### config.mk
export PLATFORM = sky130hd
export DESIGN_NAME = plru_table
export DESIGN_NICKNAME = d
export VERILOG_FILES = /design/src/rtl/plru_table.sv
export SDC_FILE = /design/constraint.sdc
export NUM_CORES = 2
export LEC_CHECK = 0
export ABC_AREA = 1
export BUFFER_PORTS_ARGS = -buffer_cell sky130_fd_sc_hd__clkbuf_2
export CELL_PAD_IN_SITES_DETAIL_PLACEMENT = 1
export CELL_PAD_IN_SITES_GLOBAL_PLACEMENT = 2
export CORE_MARGIN = 2
export CORE_UTILIZATION = 32
export CTS_CLUSTER_SIZE = 10
export DETAILED_ROUTE_END_ITERATION = 16
export GPL_ROUTABILITY_DRIVEN = 1
export PLACE_DENSITY = 0.82
export SETUP_SLACK_MARGIN = 0.3
export SLEW_MARGIN = 20
export SYNTH_ARGS = -nofsm -noshare
export SYNTH_HDL_FRONTEND = slang
export SYNTH_SLANG_ARGS = --single-unit
### constraint.sdc
create_clock -name clk -period 15.3 [get_ports clk]
set_input_delay 1.53 -clock clk [delete_from_list [all_inputs] [get_ports clk]]
set_output_delay 1.53 -clock clk [all_outputs]
set_load 0.03 [all_outputs]
### src/rtl/plru_table.sv
// -----------------------------------------------------------------------------
// plru_table
//
// Per-set tree pseudo-LRU store for an N-way set-associative cache.
// Each set owns a (Way-1)-bit tree. Hit accesses turn the nodes on their path
// away from the accessed way. A victim request walks the tree from the root,
// returns the chosen way one cycle later, and marks that way as used.
//
// Optional feature (compile-time macro PLRU_LOCK_EN):
//   adds lock_i. The walk avoids subtrees whose ways are all locked. When
//   every way is locked, the lock mask is ignored.
//
// Ports:
//   clk          clock, all state on rising edge
//   reset        asynchronous active-high reset
//   acc_valid_i  hit access strobe
//   acc_set_i    set of the hit access
//   acc_way_i    way of the hit access
//   vic_req_i    victim request, accepted only while ready_o=1
//   vic_set_i    set for the victim request
//   vic_valid_o  one-cycle pulse, the victim response is valid
//   vic_way_o    victim way, held while vic_valid_o=0
//   flush_i      start clearing all trees, accepted only while ready_o=1
//   ready_o      table idle and accepting traffic
//   lock_i       per-way lock mask (only with PLRU_LOCK_EN)
// -----------------------------------------------------------------------------
module plru_table #(
    parameter int Way      = 8,
    parameter int Sets     = 64,
    parameter int LruStatW = Way - 1,
    parameter int WaySel   = $clog2(Way),
    parameter int SetSel   = $clog2(Sets)
) (
    input  logic              clk,
    input  logic              reset,
    input  logic              acc_valid_i,
    input  logic [SetSel-1:0] acc_set_i,
    input  logic [WaySel-1:0] acc_way_i,
    input  logic              vic_req_i,
    input  logic [SetSel-1:0] vic_set_i,
    output logic              vic_valid_o,
    output logic [WaySel-1:0] vic_way_o,
    input  logic              flush_i,
    output logic              ready_o
`ifdef PLRU_LOCK_EN
    ,
    input  logic [Way-1:0]    lock_i
`endif
);

    typedef enum logic {IDLE, FLUSH} state_t;

    state_t              state, state_next;
    logic [SetSel-1:0]   flush_cnt;
    logic [LruStatW-1:0] tree [Sets];

    // Turn every node on the path to 'way' so that it points away from it.
    function automatic logic [LruStatW-1:0] tree_update(
        input logic [LruStatW-1:0] stat,
        input logic [WaySel-1:0]   way
    );
        logic [LruStatW-1:0] s;
        logic [WaySel-1:0]   ni;
        logic                wb;
        int                  node;
        s = stat;
        for (int k = 0; k < WaySel; k++) begin
            node = (1 << k) - 1 + (int'(way) >> (WaySel - k));
            ni   = WaySel'(node);
            wb   = ((int'(way) >> (WaySel - 1 - k)) & 1) != 0;
            if (s[ni] == wb) begin
                s[ni] = ~wb;
            end
        end
        return s;
    endfunction

    // Walk from the root. w holds the branch bits chosen so far, right
    // aligned, so at level k it is also the node offset within that level.
    function automatic logic [WaySel-1:0] tree_victim(
        input logic [LruStatW-1:0] stat,
        input logic [Way-1:0]      lock
    );
        logic [WaySel-1:0] w;
        logic [WaySel-1:0] ni;
        logic [WaySel-1:0] wj;
        logic              b;
        logic              lo_all;
        logic              hi_all;
        int                node;
        w = '0;
        for (int k = 0; k < WaySel; k++) begin
            node   = (1 << k) - 1 + int'(w);
            ni     = WaySel'(node);
            b      = stat[ni];
            lo_all = 1'b1;
            hi_all = 1'b1;
            for (int j = 0; j < Way; j++) begin
                if ((j >> (WaySel - k)) == int'(w)) begin
                    wj = WaySel'(j);
                    if (((j >> (WaySel - 1 - k)) & 1) == 0) begin
                        lo_all = lo_all & lock[wj];
                    end else begin
                        hi_all = hi_all & lock[wj];
                    end
                end
            end
            // A fully locked branch is skipped. Both branches cannot be fully
            // locked, because an all-ones mask is cleared before the walk.
            if (!b && lo_all) begin
                b = 1'b1;
            end else if (b && hi_all) begin
                b = 1'b0;
            end
            w = WaySel'({w, b});
        end
        return w;
    endfunction

    logic                acc_fire;
    logic                vic_fire;
    logic                same_set;
    logic [LruStatW-1:0] acc_new;
    logic [LruStatW-1:0] vic_stat;
    logic [LruStatW-1:0] vic_new;
    logic [WaySel-1:0]   victim;
    logic [Way-1:0]      lock_eff;

    always_comb begin
`ifdef PLRU_LOCK_EN
        lock_eff = (&lock_i) ? '0 : lock_i;
`else
        lock_eff = '0;
`endif
        // flush_i wins over traffic presented in the same cycle.
        acc_fire = ready_o && acc_valid_i && !flush_i;
        vic_fire = ready_o && vic_req_i && !flush_i;
        same_set = (acc_set_i == vic_set_i);
        acc_new  = tree_update(tree[acc_set_i], acc_way_i);
        // A same-set victim sees the access that happens in the same cycle.
        vic_stat = (acc_fire && same_set) ? acc_new : tree[vic_set_i];
        victim   = tree_victim(vic_stat, lock_eff);
        vic_new  = tree_update(vic_stat, victim);
    end

    // FSM: state register
    always_ff @(posedge clk or posedge reset) begin
        if (reset) begin
            state <= IDLE;
        end else begin
            state <= state_next;
        end
    end

    // FSM: next state
    always_comb begin
        state_next = state;
        case (state)
            IDLE:    if (flush_i) state_next = FLUSH;
            FLUSH:   if (flush_cnt == SetSel'(Sets - 1)) state_next = IDLE;
            default: state_next = IDLE;
        endcase
    end

    // FSM: outputs
    always_comb begin
        ready_o = (state == IDLE);
    end

    // The counter is 0 whenever the FSM is idle, so a flush starts at set 0.
    // It wraps back to 0 on its last flush cycle.
    always_ff @(posedge clk or posedge reset) begin
        if (reset) begin
            flush_cnt <= '0;
        end else if (state == FLUSH) begin
            flush_cnt <= flush_cnt + 1'b1;
        end else begin
            flush_cnt <= '0;
        end
    end

    // The victim write-back already includes a same-set access, so the
    // access writes on its own only when it targets a different set.
    always_ff @(posedge clk or posedge reset) begin
        if (reset) begin
            for (int i = 0; i < Sets; i++) begin
                tree[i] <= '0;
            end
        end else if (state == FLUSH) begin
            tree[flush_cnt] <= '0;
        end else begin
            if (acc_fire && !(vic_fire && same_set)) begin
                tree[acc_set_i] <= acc_new;
            end
            if (vic_fire) begin
                tree[vic_set_i] <= vic_new;
            end
        end
    end

    always_ff @(posedge clk or posedge reset) begin
        if (reset) begin
            vic_valid_o <= 1'b0;
            vic_way_o   <= '0;
        end else begin
            vic_valid_o <= vic_fire;
            if (vic_fire) begin
                vic_way_o <= victim;
            end
        end
    end

endmodule

==> metrics.yaml <==
drc: 0
port_buffers: 24
cts_hold_buf: 0
outcome: "finished, final reports clean"
rrSetupSlack_ns: 8.85
ys_types: 46
relSlewSlack_pct: 12.6
cp_max_fo: 51
setup.worst_path.start_class: "input port"
clockBufferDepth: 3
avgViaCountPerCell: 6.21
synthAdderAreaFrac_pct: 0.312
yosys-mux-area-fraction_pct: 0
synth_area_sq_mm: 0.0361
clk_pin_slew_ns: 0.06
track_usage_pct: 35.1
cts-root-buf: "clkbuf_16"
clock_sink_count: 459
ys_warn_count: 0
drt-initial-drc-count: 5597
peakVddDrop_v: 0.000171
routed_wl_microns: 209000
synth_compound_area_share_pct: 22.4
postCtsSetupBuffers: 0
worstSetupPathType: "in2reg"
cap_violations: 0
worstPathRequired_ns: 15.87
cp_slowest_cell: "buf_4"
slew_violations: 0
syn2layout_area_growth_pct: 8.64
antenna_found_initial: 6
cts_tree: "done"
wire_per_inst_microns: 28.9
seq_area_frac_synth_pct: 31.8
grt_pass1_vias: 43595
ys_ff_latch: 459
grt_remaining_overflow: 0
die_height_microns: 340
fin_skew_ns: 0.0348
path_common_cell: "nand2_1"
h-tree-depth: 2
grt_pass1_wl_microns: 304000
rsz0062_at_grt: "no"
critPathCaptureType: "flip-flop"
fillers: 14601
synth_top_family_by_area: "simple AND/OR/NAND/NOR gates"
post-dp-hpwl_microns: 133000
grt_max_degree: 211
rows: 123
setup_viol: 0
layout-drive-gt1-share_pct: 4.97
clk_latency_ns: 0.70
die_w_microns: 340
core-area_sq_mm: 0.112
layout.nets: 5722
cts_made_buffers: 59
synth_xor_area_share_pct: 0.0485
place.gp.congestion: 1.01
synth-simple-area-share_pct: 36.5
tns_ns: 0
synthArstFlopShare_pct: 100
pin_count: 25
initial_core_util_pct: 32.2
drtPass1Iterations: 6
p_per_area_mw_per_mm2: 180
fin_hold_ws_ns: 0.493
arrival_ns: 9.03
ys.flop_type: "dfrtp_1"
cts_resized: 0
syn_nets: 5939
fin_crit_ns: 8.47
num_vias: 45004
postRouteAntennaNets: 0
synth-edff-count: 0
synth_cells: 5910
finalHoldViolations: 0
fp.dieArea_sq_mm: 0.116
p_leak_nw: 16.8
max_stage_delay_ns: 0.82
hold_class: "reg2reg"
fin_crit_sh_pct: 55.3
syn_avg_cell_area_sq_um: 6.11
tightestPinTransition_ns: 1.31
max_freq_mhz: 118
## cells by family (layout without fill, tap and decap cells)
group                    after synthesis  after routing
AO/OA/AOI/OAI                       1478           1478
AND/OR/NAND/NOR                     3169           3169
buffers and inverters                793            623
other                                  0              3
flip-flops                           459            459
XOR/XNOR                               2              2
adder cells (fa/ha/maj)                9              9
## cell usage in the layout (no fill, tap or decap), types with 4 or more instances in the layout
cell / count
a21oi_1: 782
a221oi_1: 28
a22o_1: 5
a22oi_1: 21
buf_4: 96
clkbuf_1: 23
clkbuf_16: 61
clkbuf_2: 22
clkbuf_8: 16
clkinv_1: 57
clkinv_2: 11
dfrtp_1: 458
ha_1: 9
inv_1: 316
inv_2: 14
nand2_1: 2055
nand2_4: 9
nand3_1: 761
nand3_2: 10
nand3_4: 5
nand4_1: 25
nor2_1: 260
nor2_2: 4
nor3_1: 12
nor3_2: 8
nor3_4: 4
o2111ai_1: 5
o211ai_1: 56
o21ai_0: 347
o21ai_1: 51
o21bai_1: 7
o22ai_1: 133
o2bb2ai_1: 5
o41ai_1: 26
o41ai_2: 4
## layout make-up
type | count | area, sq um | share of cell area (%)
multi-input cells | 4658 | 21600 | 55.0
diodes | 3 | 7.51 | 0.0191
flip-flops and latches | 459 | 11500 | 29.3
well taps | 1500 | 1880 | 4.78
clock inverters | 9 | 70.1 | 0.179
repair buffers | 122 | 900 | 2.29
clock buffers | 99 | 1820 | 4.64
inverters | 393 | 1490 | 3.81
## state kept, by name, summed over array words and instances, names as in the netlist
register / cells
state: 1
vic_way_o: 3
vic_valid_o: 1
flush_cnt: 6
tree: 448
## where the power goes
group	leakage, nW	internal (W)	switching, W	total [W]
logic	10.2	0.000858	0.00228	0.00314
clock network	0.932	0.000816	0.000631	0.00145
registers	5.71	0.00176	0.000734	0.00249
## through the flow
stage | total power [W] | cell area [sq um] | setup slack [ns] | util, % | instances
6_report | 0.00708 | 39200 | 6.83 | 35.0 | 7243
5_1_grt | 0.00738 | 39200 | 6.72 | 35.0 | 7240
2_1_floorplan | 0.00413 | 36100 | 0.973 | - | 5910
3_3_place_gp | 0.00538 | 37300 | 6.65 | 33.2 | 7131
3_5_place_dp | 0.00548 | 37300 | 6.36 | 33.3 | 7132
4_1_cts | 0.00694 | 39200 | 7.14 | 34.9 | 7240
## critical path: cells and delay by family
kind,cells,cell delay (ns)
adder cells (fa/ha/maj),1,0.36
AO/OA/AOI/OAI,2,0.26
buffers and inverters,10,4.05
AND/OR/NAND/NOR,14,2.77
## final timing paths
kind / startpoint / to / depth (start not counted)
min in group asynchronous: reset / tree[15] / 2
min: vic_way_o[2] / vic_way_o[2] / 2
max: vic_set_i[1] / tree[10] / 27
max reg2reg: tree[406] / tree[234] / 20
max in group asynchronous: reset / tree[204] / 4
min reg2reg: vic_way_o[2] / vic_way_o[2] / 2
## routing by layer
layer | track usage (%) | vias up | share of wire [%]
met4 | 22.8 | 4 | 7.6
li1 | - | 19380 | -
met3 | 7.73 | 657 | 11
met2 | 50.6 | 2591 | 41
met1 | 47.3 | 22372 | 40
met5 | 0 | - | 0.014
## synth_stat cells (2+ instances only)
| master | count | share of area (%) |
|---|---|---|
| nand2_1 | 2058 | 21 |
| a21oi_1 | 782 | 11 |
| nand3_1 | 765 | 11 |
| dfrtp_1 | 459 | 32 |
| o21ai_0 | 349 | 4.8 |
| inv_1 | 321 | 3.3 |
| nor2_1 | 262 | 2.7 |
| clkbuf_1 | 248 | 2.6 |
| o22ai_1 | 133 | 2.3 |
| buf_2 | 87 | 1.2 |
| clkinv_1 | 56 | 0.58 |
| o211ai_1 | 56 | 1.2 |
| o21ai_1 | 51 | 0.71 |
| buf_4 | 39 | 0.81 |
| o41ai_1 | 30 | 0.73 |
| a221oi_1 | 28 | 0.68 |
| nand4_1 | 25 | 0.43 |
| buf_1 | 24 | 0.25 |
| a22oi_1 | 21 | 0.44 |
| nor3_1 | 18 | 0.25 |
| inv_2 | 15 | 0.16 |
| nand3_2 | 11 | 0.30 |
| ha_1 | 9 | 0.31 |
| nand2_4 | 7 | 0.22 |
| o21bai_1 | 7 | 0.15 |
| nor3_2 | 6 | 0.17 |
| a22o_1 | 5 | 0.12 |
| o2111ai_1 | 5 | 0.12 |
| o2bb2ai_1 | 5 | 0.12 |
| o221ai_1 | 3 | 0.073 |
| or2_2 | 3 | 0.052 |
| a32o_1 | 2 | 0.055 |
| and2_1 | 2 | 0.035 |
| buf_6 | 2 | 0.062 |
| nand2_2 | 2 | 0.035 |
| nor2_2 | 2 | 0.035 |
| or2_1 | 2 | 0.035 |
| xor2_1 | 2 | 0.049 |
No activity file was read; power rests on OpenSTA's default activity.
